File: src/rtl/adder_arb_pkg.sv
// Shared types and the round-robin search used by the adder arbiter.
// Pure declarations: no latency, no backpressure.
// rr_pick is combinational and is evaluated inside the arbiter's grant logic.
package adder_arb_pkg;

    typedef enum logic [1:0] {IDLE, CALC, RESP} arb_state_t;

    localparam int RR_MAX   = 16;
    localparam int RR_IDX_W = 4;

    typedef struct packed {
        logic                found;
        logic [RR_IDX_W-1:0] idx;
    } rr_pick_t;

    // First set bit of valid at or above ptr, wrapping at n (n <= RR_MAX).
    function automatic rr_pick_t rr_pick(
        input logic [RR_MAX-1:0]   valid,
        input logic [RR_IDX_W-1:0] ptr,
        input int unsigned         n
    );
        rr_pick_t    r;
        int unsigned k;
        r = '0;
        for (int unsigned i = 0; i < RR_MAX; i++) begin
            k = (32'(ptr) + i) % n;
            if (i < n && !r.found && valid[k[RR_IDX_W-1:0]]) begin
                r.found = 1'b1;
                r.idx   = k[RR_IDX_W-1:0];
            end
        end
        return r;
    endfunction

endpackage

File: src/rtl/n_bit_adder.sv
// Registered WIDTH-bit adder with carry-in/out, loaded only when en is high.
// Latency 1 cycle; outputs hold their last result while en is low.
// No backpressure: the caller decides when to load.
module n_bit_adder #(
    parameter int WIDTH = 8
) (
    input  logic             clk,
    input  logic             rst,
    input  logic             en,
    input  logic [WIDTH-1:0] a,
    input  logic [WIDTH-1:0] b,
    input  logic             cin,
    output logic [WIDTH-1:0] s,
    output logic             c
);

    always_ff @(posedge clk or posedge rst) begin
        if (rst) begin
            s <= '0;
            c <= 1'b0;
        end else if (en) begin
            {c, s} <= {1'b0, a} + {1'b0, b} + {{WIDTH{1'b0}}, cin};
        end
    end

endmodule

File: src/rtl/adder_arbiter.sv
// Round-robin sequencer sharing one registered adder among NUM_REQ requesters.
// Latency: request handshake at edge N, response valid from edge N+2.
// One transaction in flight; response stall holds RESP and blocks all requests.
module adder_arbiter
    import adder_arb_pkg::*;
#(
    parameter  int WIDTH   = 8,
    parameter  int NUM_REQ = 4,
    localparam int ID_W    = $clog2(NUM_REQ)
) (
    input  logic                     clk,
    input  logic                     rst,
    input  logic [NUM_REQ-1:0]       req_valid,
    output logic [NUM_REQ-1:0]       req_ready,
    input  logic [NUM_REQ*WIDTH-1:0] req_a,
    input  logic [NUM_REQ*WIDTH-1:0] req_b,
    input  logic [NUM_REQ-1:0]       req_cin,
    output logic                     rsp_valid,
    input  logic                     rsp_ready,
    output logic [ID_W-1:0]          rsp_id,
    output logic [WIDTH-1:0]         rsp_s,
    output logic                     rsp_c
);

    arb_state_t            state, state_nxt;
    logic [ID_W-1:0]       rr_ptr, cur_id, grant;
    logic [RR_MAX-1:0]     valid_ext;
    logic [RR_IDX_W-1:0]   ptr_ext;
    rr_pick_t              pick;
    logic                  req_hs, rsp_hs;
    logic [WIDTH-1:0]      op_a, op_b, add_s;
    logic                  op_cin, add_c;
    logic                  unused_pick_idx;

    always_comb begin
        valid_ext              = '0;
        valid_ext[NUM_REQ-1:0] = req_valid;
        ptr_ext                = '0;
        ptr_ext[ID_W-1:0]      = rr_ptr;
        pick                   = rr_pick(valid_ext, ptr_ext, NUM_REQ);
    end

    assign grant           = pick.idx[ID_W-1:0];
    assign unused_pick_idx = ^pick.idx;

    // Operands steered straight from the granted requester; the adder is the only storage.
    always_comb begin
        op_a   = req_a[grant*WIDTH +: WIDTH];
        op_b   = req_b[grant*WIDTH +: WIDTH];
        op_cin = req_cin[grant];
    end

    always_comb begin
        state_nxt = state;
        req_ready = '0;
        req_hs    = 1'b0;
        case (state)
            IDLE: begin
                if (pick.found && !rst) begin
                    req_ready[grant] = 1'b1;
                    req_hs           = 1'b1;
                    state_nxt        = CALC;
                end
            end
            CALC:    state_nxt = RESP;
            RESP:    if (rsp_ready) state_nxt = IDLE;
            default: state_nxt = IDLE;
        endcase
    end

    assign rsp_valid = (state == RESP);
    assign rsp_hs    = rsp_valid && rsp_ready;

    always_ff @(posedge clk or posedge rst) begin
        if (rst) begin
            state  <= IDLE;
            rr_ptr <= '0;
            cur_id <= '0;
        end else begin
            state <= state_nxt;
            if (req_hs) cur_id <= grant;
            if (rsp_hs) rr_ptr <= (cur_id == ID_W'(NUM_REQ - 1)) ? '0 : cur_id + 1'b1;
        end
    end

    n_bit_adder #(.WIDTH(WIDTH)) u_adder (
        .clk (clk),
        .rst (rst),
        .en  (req_hs),
        .a   (op_a),
        .b   (op_b),
        .cin (op_cin),
        .s   (add_s),
        .c   (add_c)
    );

    assign rsp_id = cur_id;
    assign rsp_s  = rsp_valid ? add_s : '0;
    assign rsp_c  = rsp_valid ? add_c : 1'b0;

endmodule

File: config.mk
export PLATFORM = sky130hd
export DESIGN_NAME = adder_arbiter
export DESIGN_NICKNAME = d
export VERILOG_FILES = /design/src/rtl/adder_arb_pkg.sv /design/src/rtl/n_bit_adder.sv /design/src/rtl/adder_arbiter.sv
export SDC_FILE = /design/constraint.sdc
export NUM_CORES = 1
export LEC_CHECK = 0
export CORE_MARGIN = 1
export CORE_UTILIZATION = 31
export CTS_BUF_LIST = sky130_fd_sc_hd__clkbuf_4
export CTS_CLUSTER_SIZE = 16
export DETAILED_ROUTE_END_ITERATION = 10
export PLACE_DENSITY = 0.74
export SLEW_MARGIN = 25
export SYNTH_ARGS = -nofsm -noshare
export SYNTH_HDL_FRONTEND = slang
export SYNTH_HIERARCHICAL = 1
export SYNTH_SLANG_ARGS = --single-unit
export TNS_END_PERCENT = 10
File: constraint.sdc
create_clock -name clk -period 9.02 [get_ports clk]
set_input_delay 0.902 -clock clk [delete_from_list [all_inputs] [get_ports clk]]
set_output_delay 0.902 -clock clk [all_outputs]
set_load 0.05 [all_outputs]
==> results by group, run 1 <==
Drt
  – Initial DRC count: 46
  – Detail Route Antenna Nets: 0
  – # DRC: 0
  – Vias per inst: 4.83
  – First-pass DRT Iterations: 4
  – Routed via count: 1628
  – WL final: 4420 um
  – Drt wl/cell: 13.1 um

Placement
  – RD Place Congestion: ~0.84
  – Port bufs: 90
  – Final HPWL DP: 3600 um
  – Placed insts: around 330
  – Area after DPL: 2640 um2

Power and ir drop
  – Overall power: 0.745 mW
  – P per Cell Area: between 200 and 300 nW/um2
  – Max IR drop VDD: 129 uV
  – Leak: 1.15 nW

Clocking
  – Max clock buf depth: 2
  – Clock slew seen by the registers of the worst setup and hold paths: 90 ps
  – Clock Latency Late Sink: 280 ps
  – Htree depth: 1
  – Setup Fix Bufs, Post-CTS: 0
  – Num CTS Buffers: 3
  – Post_cts resized: 0
  – Clock tree sinks: 15
  – Clock Tree Root: clkbuf_4
  – Clock tree from TritonCTS: built
  – Hold-fix buffers at CTS: 0

Global route
  – Gr usage total: 14.6%
  – Largest net degree at the start of global routing: 40
  – Number of antenna violations at the first check in global routing: 0
  – First-pass GRT wire length: approximately 7000 um
  – Grt total ovfl: 0
  – Number of global-route vias before repair: approximately 1600

Synth
  – Syn Inst Count: approximately 180
  – Yosys reg bits: 15
  – Syn Nets: between 200 and 300
  – Post-synthesis sequential area ratio: around 22%
  – YS warnings: 6
  – Post-Syn Area per Cell: 9.31 um2
  – Cell Area, Synth: between 1500 and 2000 um2
  – Yosys cell types: 40

Timing
  – Max Slew Vio Count: 0
  – Endpoints failing setup: 0
  – Hold Fails Final Rpt: 0
  – Clk_skew: roughly 4.5 ps
  – Setup_tns: 0 ps
  – Final min period: about 4600 ps
  – Fmax: 217 MHz
  – Slew margin rel.: 54.1%
  – Slew at the pin closest to its max-slew limit: around 690 ps
  – RSZ-0062 raised after global routing: no
  – Fin crit share: 51.1%

Die
  – Die Wd: 76.1 um
  – Num rows: 26
  – Initial Utilization: 32.7%
  – Io pins: 91
  – Die H: 76.1 um
  – Area of the die: 5790 um2
  – Core area: 5200 um2

Worst setup path
  – CP arrival: 3710 ps
  – Crit path depth: 7
  – Crit path largest cell delay: 820 ps
  – Worst r2r path cells: 11
  – WS Path Type: in -> out
  – Worst path most repeated cell: clkdlybuf4s50_1
  – Critical Path Start: req_valid[1]
  – Reg-to-Reg End: u_adder/c$_DFFE_PP0P_
  – Critical Path End: req_ready[1]
  – Worst Path Required: 8120 ps
  – Critical Path Source Type: input port
  – Max stage delay cell, worst path: clkdlybuf4s50_1
  – Critical Path End Type: output pin
  – Buf/Inv on CP: 3
  – Crit-path max FO: 22
  – Family with the most delay on the worst path: buffers and inverters
  – R2R Path Start: rr_ptr[1]$_DFFE_PP0P_
  – Reg2reg setup slack: 5390 ps
  – Worst-path cell chain: clkdlybuf4s50_1, nor4_1, or4_1, inv_1, nand2_1, nor2_1, clkdlybuf4s50_1

Cells and area
  – Area delta synth->final: 57.1%
  – Diode count: 0
  – Commonest non-fill, non-tap cell in the layout: clkdlybuf4s50_1
  – Nets: 353
  – Fillers: between 500 and 600
  – Cell area after layout: 2680 um2
  – Commonest cells after routing, fill and taps aside: clkdlybuf4s50_1 (90), mux2i_1 (53), dfrtp_1 (15), nand2_1 (12), inv_1 (10)
  – Finished Layout Cells: 337
  – Ratio of cells with drive above 1 in the final layout: under 10%

Status
  – Outcome: finished, final reports clean

Min path
  – Hold crit path type: reg -> reg
  – Hold depth: 1

Flow run
  – Max-cap viol count: 0
==> cell type report <==
type,instances,area [um2],area share (%)
Clock buffer,3,22.5,0.842
Clock inverter,1,5.00,0.187
Inverter,10,37.5,1.40
Multi-Input combinational cell,147,1240,46.3
Sequential cell,15,375,14.0
Tap cell,70,87.6,3.27
Timing Repair Buffer,91,908,34.0
==> metal layers <==
metal	global-route usage [%]	share of wire (%)	vias up	wire length, um
li1	-	-	835	-
met1	17.2	42	738	1870
met2	27.5	52	53	2310
met3	3.83	5.1	2	225
met4	1.15	0.23	0	10
met5	0	0	-	0
==> where the power goes <==
group          internal (mW)  switching (mW)
clock network         0.0165          0.0210
logic                  0.261           0.322
registers              0.101          0.0231
==> sequential cells by signal (all words and copies together) (netlist names) <==
register,count
u_adder/s,8
rr_ptr,2
rsp_id,2
state,2
u_adder/c,1
==> worst min-delay path by stage <==
stage | slack (ps) | startpoint | endpoint
2_1_floorplan | 430 | state[1]$_DFFE_PP0P_ | state[1]$_DFFE_PP0P_
3_3_place_gp | 460 | state[1]$_DFFE_PP0P_ | state[1]$_DFFE_PP0P_
3_5_place_dp | 470 | state[1]$_DFFE_PP0P_ | state[1]$_DFFE_PP0P_
4_1_cts | 480 | state[1]$_DFFE_PP0P_ | state[1]$_DFFE_PP0P_
5_1_grt | 510 | state[1]$_DFFE_PP0P_ | state[1]$_DFFE_PP0P_
6_report | 480 | state[1]$_DFFE_PP0P_ | state[1]$_DFFE_PP0P_
==> cell usage after synthesis <==
cell type / n / area share [%]
mux2i_1: 53 / 31
mux2_4: 1 / 0.88
or4_1: 1 / 0.44
a21oi_1: 6 / 1.8
o22a_2: 1 / 0.59
ha_1: 8 / 5.9
a211oi_2: 1 / 0.73
o31ai_1: 2 / 0.88
o311ai_0: 1 / 0.51
and3_1: 1 / 0.37
a211oi_1: 4 / 1.8
nand2_1: 12 / 2.6
o221ai_2: 1 / 0.88
fa_1: 2 / 2.4
nor3_1: 1 / 0.29
a21o_1: 2 / 0.88
or2b_2: 1 / 0.51
nand3b_1: 1 / 0.44
xnor2_1: 2 / 1.0
nor2b_1: 3 / 1.1
and2_1: 9 / 3.3
o22ai_1: 4 / 1.5
nor4_1: 1 / 0.37
buf_6: 1 / 0.66
clkbuf_1: 2 / 0.44
inv_1: 10 / 2.2
buf_8: 1 / 0.88
dfrtp_1: 15 / 22
nor2_1: 7 / 1.5
o32ai_2: 1 / 0.96
mux2_2: 4 / 2.6
a21o_2: 1 / 0.51
o21ai_2: 1 / 0.51
buf_4: 1 / 0.44
nor3b_1: 2 / 0.88
buf_2: 6 / 1.8
nand2b_1: 3 / 1.1
o21ai_0: 8 / 2.4
nand4b_1: 1 / 0.51
nand3_1: 1 / 0.29
==> per-stage QoR <==
stage | hold slack (ps) | util (%) | worst slack [ps]
floorplan | 433 | - | 5360
global placement | 456 | 50.7 | 4320
detailed placement | 469 | 50.7 | 4210
CTS | 481 | 51.2 | 4420
global route | 513 | 51.4 | 4210
finish | 482 | 51.4 | 4410
==> kinds of logic (layout without fill, tap and decap cells) <==
| kind of cell | after synthesis | count (layout) | synth area share, % |
|---|---|---|---|
| multiplexers | 58 | 58 | 34.7 |
| AND/OR/NAND/NOR | 44 | 44 | 13.8 |
| AO/OA/AOI/OAI | 33 | 33 | 13.8 |
| buffers and inverters | 21 | 105 | 6.39 |
| flip-flops | 15 | 15 | 22.0 |
| adder cells (fa/ha/maj) | 10 | 10 | 8.23 |
| XOR/XNOR | 2 | 2 | 1.03 |
==> worst reg2reg max path: stages, from the launching register on <==
cell	delay, ps
dfrtp_1	470
a21o_1	190
a21oi_1	170
o22a_4	560
mux2i_1	260
mux2i_1	120
fa_1	520
fa_1	440
a211oi_1	330
nor2_1	120
o31ai_1	230
a21oi_1	110
Power figures use the tool's default switching activity.
==> inputs of run 2 (changes only) <==
clock period = 4.3 ns   (was 9.02 ns; I/O delays follow)
==> run 2 against run 1 <==
Die area is the same. Cell count grew 0.89%. Clock power grew 120%.
==> results by group, run 2 (synthesis gave the netlist of run 1 again) <==
Status
  – Outcome: finished, final reports clean

Worst setup path
  – Crit path depth: 8
  – WS Path Type: in -> out
  – Buf/Inv on CP: 3
  – Worst r2r path cells: 11
  – Worst path most repeated cell: clkdlybuf4s50_1
  – Family with the most delay on the worst path: buffers and inverters
  – Critical Path Source Type: input port
  – Crit path largest cell delay: 810 ps
  – Critical Path End Type: output pin
  – Crit-path max FO: 13
  – Max stage delay cell, worst path: clkdlybuf4s50_1
  – CP arrival: 3110 ps
  – Worst Path Required: 3870 ps
  – Worst-path cell chain: clkdlybuf4s50_1, nand2b_1, a21oi_1, a211oi_4, buf_4, nand2_1, nor2_1, clkdlybuf4s50_1

Cells and area
  – Nets: 356
  – Final Core Density: 51.7%
  – Diode count: 0
  – Reg with most FFs: u_adder/s
  – Commonest cells after routing, fill and taps aside: clkdlybuf4s50_1 (90), mux2i_1 (53), dfrtp_1 (15), nand2_1 (12), inv_1 (10)
  – Fillers: 517
  – Ratio of cells with drive above 1 in the final layout: 7.78%
  – Area delta synth->final: 58.0%
  – Max FFs per register: 8
  – Cell area after layout: between 2000 and 3000 um2
  – Finished Layout Cells: 340
  – Commonest non-fill, non-tap cell in the layout: clkdlybuf4s50_1

Power and ir drop
  – Leak: 1.16 nW
  – Max IR drop VDD: 315 uV
  – P per Cell Area: 580 nW/um2

Die
  – Num rows: 26
  – Core area: 5200 um2
  – Die H: about 76 um
  – Die Wd: 76.1 um
  – Initial Utilization: 32.7%
  – Area of the die: 5790 um2
  – Io pins: 91

Timing
  – Endpoints failing setup: 0
  – Fmax: 282 MHz
  – Slew margin rel.: 55.2%
  – Clk_skew: 2.76 ps
  – Hold Fails Final Rpt: 0
  – RSZ-0062 raised after global routing: no
  – Max Slew Vio Count: 0
  – Final min period: 3540 ps
  – Slew at the pin closest to its max-slew limit: 670 ps
  – Fin Hold WS: ~410 ps
  – Fin crit share: 82.4%
  – Setup_tns: 0 ps

Placement
  – Placed insts: ~340
  – Port bufs: 90
  – Final HPWL DP: approximately 3700 um
  – Area after DPL: around 2700 um2
  – RD Place Congestion: 0.820

Flow run
  – Max-cap viol count: 0

Clocking
  – Clock Tree Root: clkbuf_4
  – Hold-fix buffers at CTS: 0
  – Setup Fix Bufs, Post-CTS: 0
  – Post_cts resized: 0
  – Htree depth: 1
  – Max clock buf depth: 2
  – Clock tree from TritonCTS: built
  – Clock slew seen by the registers of the worst setup and hold paths: about 90 ps
  – Clock tree sinks: 15
  – Num CTS Buffers: 3
  – Clock Latency Late Sink: 290 ps

Drt
  – First-pass DRT Iterations: 4
  – Vias per inst: between 4 and 5
  – Drt wl/cell: 12.9 um
  – Detail Route Antenna Nets: 0
  – Routed via count: 1618
  – WL final: 4390 um
  – Initial DRC count: 57
  – # DRC: 0

Global route
  – Grt total ovfl: 0
  – Gr usage total: 15.3%
  – Largest net degree at the start of global routing: 20
  – First-pass GRT wire length: 7310 um
  – Number of antenna violations at the first check in global routing: 0
  – Number of global-route vias before repair: between 1500 and 2000

Min path
  – Hold crit path type: in -> async
-- run 2: cell types whose count changed in the layout (fill, tap and decap cells not counted), sizes merged --
cell  delta
buf      +3
-- run 2: worst paths after layout --
path,end,slack (ps),from
setup / recovery,req_ready[1],760,req_valid[1]
min in group clk,state[1]$_DFFE_PP0P_,480,state[1]$_DFFE_PP0P_
setup reg to reg,u_adder/c$_DFFE_PP0P_,920,rr_ptr[1]$_DFFE_PP0P_
hold / removal,state[0]$_DFFE_PP0P_,410,rst
hold reg to reg,state[1]$_DFFE_PP0P_,480,state[1]$_DFFE_PP0P_
max in group asynchronous,u_adder/s[4]$_DFFE_PP0P_,3580,rst
-- run 2: metrics by stage --
step,setup slack [ps],power (mW)
2_1_floorplan,1190,1.18
4_1_cts,759,1.58
3_3_place_gp,615,1.48
5_1_grt,528,1.69
3_5_place_dp,480,1.49
6_report,757,1.56
-- run 2: layer usage --
| metal | GRT usage, % | vias up | part of all wire (%) |
|---|---|---|---|
| li1 | - | 834 | - |
| met1 | 18.6 | 730 | 43 |
| met2 | 28.4 | 52 | 51 |
| met3 | 3.47 | 2 | 5.2 |
| met4 | 1.15 | 0 | 0.30 |
| met5 | 0 | - | 0 |
-- run 2: layout make-up --
type	count	area, um2	share of cell area (%)
well taps	70	87.6	3.26
repair buffers	94	931	34.6
flip-flops and latches	15	375	14.0
clock buffers	3	22.5	0.837
clock inverters	1	5.00	0.186
multi-input cells	147	1230	45.8
inverters	10	37.5	1.40
-- run 2: where the power goes --
| group | switching [mW] | internal, mW | leakage (nW) | total (mW) |
|---|---|---|---|---|
| combinational | 0.667 | 0.555 | 0.962 | 1.22 |
| clock | 0.0473 | 0.0346 | 0.0177 | 0.0819 |
| sequential | 0.0457 | 0.212 | 0.181 | 0.257 |
| total | 0.760 | 0.801 | 1.16 | 1.56 |
-- run 2: worst reg2reg max path, delay by kind of cell, from the launching register on --
kind,cells,cell delay [ps]
flops,1,460
simple gates,1,120
compound gates,6,1330
fa+ha+maj,2,970
mux,2,380
==> inputs of run 3 (changes only) <==
PLACE_DENSITY = 0.76   (was 0.74)
clock period = 2.85 ns   (was 4.3 ns; I/O delays follow)
==> run 3 against run 2 <==
Sequential cell count stayed put. The flow now finishes with violations (setup timing). Critical path depth is 4 higher. Via count is 11% higher. Critical path type is now in -> reg. Sequential share of layout area is 1.4 points lower. Die area stayed put. Core utilization is 5.7 points higher. Combinational power is 89% higher. Sequential power is 48% higher. Critical endpoint is now u_adder/c$_DFFE_PP0P_. Worst setup slack worse by 830 ps.
==> results by group, run 3 (synthesis gave the netlist of run 1 again) <==
Status
  – Failing checks: setup timing
  – Outcome: finished, violations left

Drt
  – Drt wl/cell: 13.6 um
  – Detail Route Antenna Nets: 0
  – WL final: 5020 um
  – Initial DRC count: 36
  – First-pass DRT Iterations: 4
  – Vias per inst: 4.86
  – Routed via count: 1790
  – # DRC: 0

Global route
  – Number of antenna violations at the first check in global routing: 0
  – Grt total ovfl: 0
  – First-pass GRT wire length: 8110 um
  – Number of global-route vias before repair: 1806
  – Gr usage total: between 10% and 20%
  – Largest net degree at the start of global routing: 20

Worst setup path
  – Crit-path max FO: 5
  – Max stage delay cell, worst path: clkdlybuf4s50_1
  – Critical Path End Type: register
  – Family with the most delay on the worst path: compound AO/OA/AOI/OAI gates
  – Worst path most repeated cell: fa_2
  – Worst Path Required: about 3000 ps
  – Critical Path Source Type: input port
  – CP arrival: a little over 3000 ps
  – Buf/Inv on CP: 3
  – Worst-path cell chain: clkdlybuf4s50_1, inv_1, o22ai_1, a211oi_4, buf_12, mux2i_1, fa_2, fa_2, a211oi_2, nor2_1, o31ai_1, a21oi_1
  – Reg2reg setup slack: -70 ps
  – WS Path Type: in -> reg
  – Crit path largest cell delay: about 450 ps

Die
  – Io pins: 91
  – Initial Utilization: 32.7%
  – Area of the die: a little under 6000 um2
  – Die H: 76.1 um
  – Die Wd: ~76 um
  – Core area: 5200 um2
  – Num rows: 26

Timing
  – Clk_skew: 6.16 ps
  – Final min period: between 2000 and 3000 ps
  – Slew margin rel.: 65.9%
  – Fmax: 342 MHz
  – RSZ-0062 raised after global routing: yes
  – Max Slew Vio Count: 0
  – Fin Hold WS: ~280 ps
  – Hold Fails Final Rpt: 0
  – Slew at the pin closest to its max-slew limit: just over 500 ps
  – Endpoints failing setup: 3
  – Setup slack after layout: -76.1 ps
  – Fin crit share: 103%
  – Setup_tns: -195 ps

Clocking
  – Hold-fix buffers at CTS: 0
  – Clock tree sinks: 15
  – Clock slew seen by the registers of the worst setup and hold paths: approximately 90 ps
  – Htree depth: 1
  – Max clock buf depth: 2
  – Clock Tree Root: clkbuf_4
  – Clock Latency Late Sink: 290 ps
  – Num CTS Buffers: 3
  – Clock tree from TritonCTS: built

Min path
  – Hold crit path type: in -> async

Cells and area
  – Area delta synth->final: 75.5%
  – Diode count: 0
  – Ratio of cells with drive above 1 in the final layout: a little over a fifth
  – Commonest cells after routing, fill and taps aside: clkdlybuf4s50_1 (84), mux2i_1 (48), buf_4 (30), dfrtp_1 (15), nand2_1 (12)
  – Nets: 384
  – Max FFs per register: 8
  – Commonest non-fill, non-tap cell in the layout: clkdlybuf4s50_1
  – Reg with most FFs: u_adder/s

Power and ir drop
  – Max IR drop VDD: 425 uV
  – Leak: 1.32 nW
  – P per Cell Area: 939 nW/um2

Flow run
  – Max-cap viol count: 0

Placement
  – Final HPWL DP: 4130 um
  – RD Place Congestion: 0.884
  – Port bufs: 90
==> run 3: cell count changes in the layout (fill, tap and decap cells not counted), moves of 4 or more <==
| cell | before | now |
|---|---|---|
| mux2i_1 | 53 | 48 |
| clkdlybuf4s50_1 | 90 | 84 |
| buf_4 | 4 | 30 |
| mux2i_2 | 0 | 5 |
| buf_12 | 0 | 4 |
==> run 3: metal layers <==
metal	GRT usage [%]	vias up	routed length [um]
li1	-	893	-
met1	19.9	839	2160
met2	33.4	54	2590
met3	3.47	4	236
met4	1.73	0	29
met5	0	-	0
==> run 3: layout make-up <==
cell class	count	area [um2]
Fill cell	495	2220
Multi-Input combinational cell	148	1280
Inverter	10	37.5
Tap cell	70	87.6
Clock buffer	4	30.0
Sequential cell	15	375
Timing Repair Buffer	121	1170
==> run 3: final timing paths <==
path	from	end	cells past startpoint
max in group asynchronous	rst	u_adder/c$_DFFE_PP0P_	2
min in group clk	state[1]$_DFFE_PP0P_	state[1]$_DFFE_PP0P_	1
max	req_valid[2]	u_adder/c$_DFFE_PP0P_	12
min reg2reg	state[1]$_DFFE_PP0P_	state[1]$_DFFE_PP0P_	1
min	rst	state[1]$_DFFE_PP0P_	2
max reg2reg	rr_ptr[1]$_DFFE_PP0P_	u_adder/c$_DFFE_PP0P_	12
==> run 3: stage by stage <==
stage / instances / instance area [um2] / worst slack, ps / utilization, % / power, mW
floorplan: 183 / 1720 / 2.58 / - / 1.81
global placement: 359 / 2890 / -387 / 55.4 / 2.53
detailed placement: 359 / 2890 / -507 / 55.4 / 2.56
CTS: 365 / 2940 / -39.5 / 56.5 / 2.75
global route: 368 / 2990 / -214 / 57.4 / 3.02
finish: 368 / 2990 / -76.1 / 57.4 / 2.81
==> run 3: worst reg2reg max path, cell delays in order, from the launching register on <==
cell and delay [ps]:
dfrtp_1 400, a21o_1 170, a21oi_2 170, o22a_2 260, buf_4 150, buf_6 180, mux2i_2 260, mux2i_2 130
fa_2 400, a211oi_2 230, nor2_1 110, o31ai_1 250, a21oi_1 100
==> run 3: repair_timing <==
item | in CTS | in global routing
endpoints found under the setup margin | 5 | 6
pin swaps | 5 | 10
gates cloned | 1 | 0
resized for setup | 7 | 8
buffers inserted | 1 | 3
==> run 3: power breakdown <==
group / switching, mW / internal (mW)
sequential: 0.0599 / 0.320
combinational: 1.15 / 1.15
clock: 0.0676 / 0.0640
total: 1.28 / 1.53
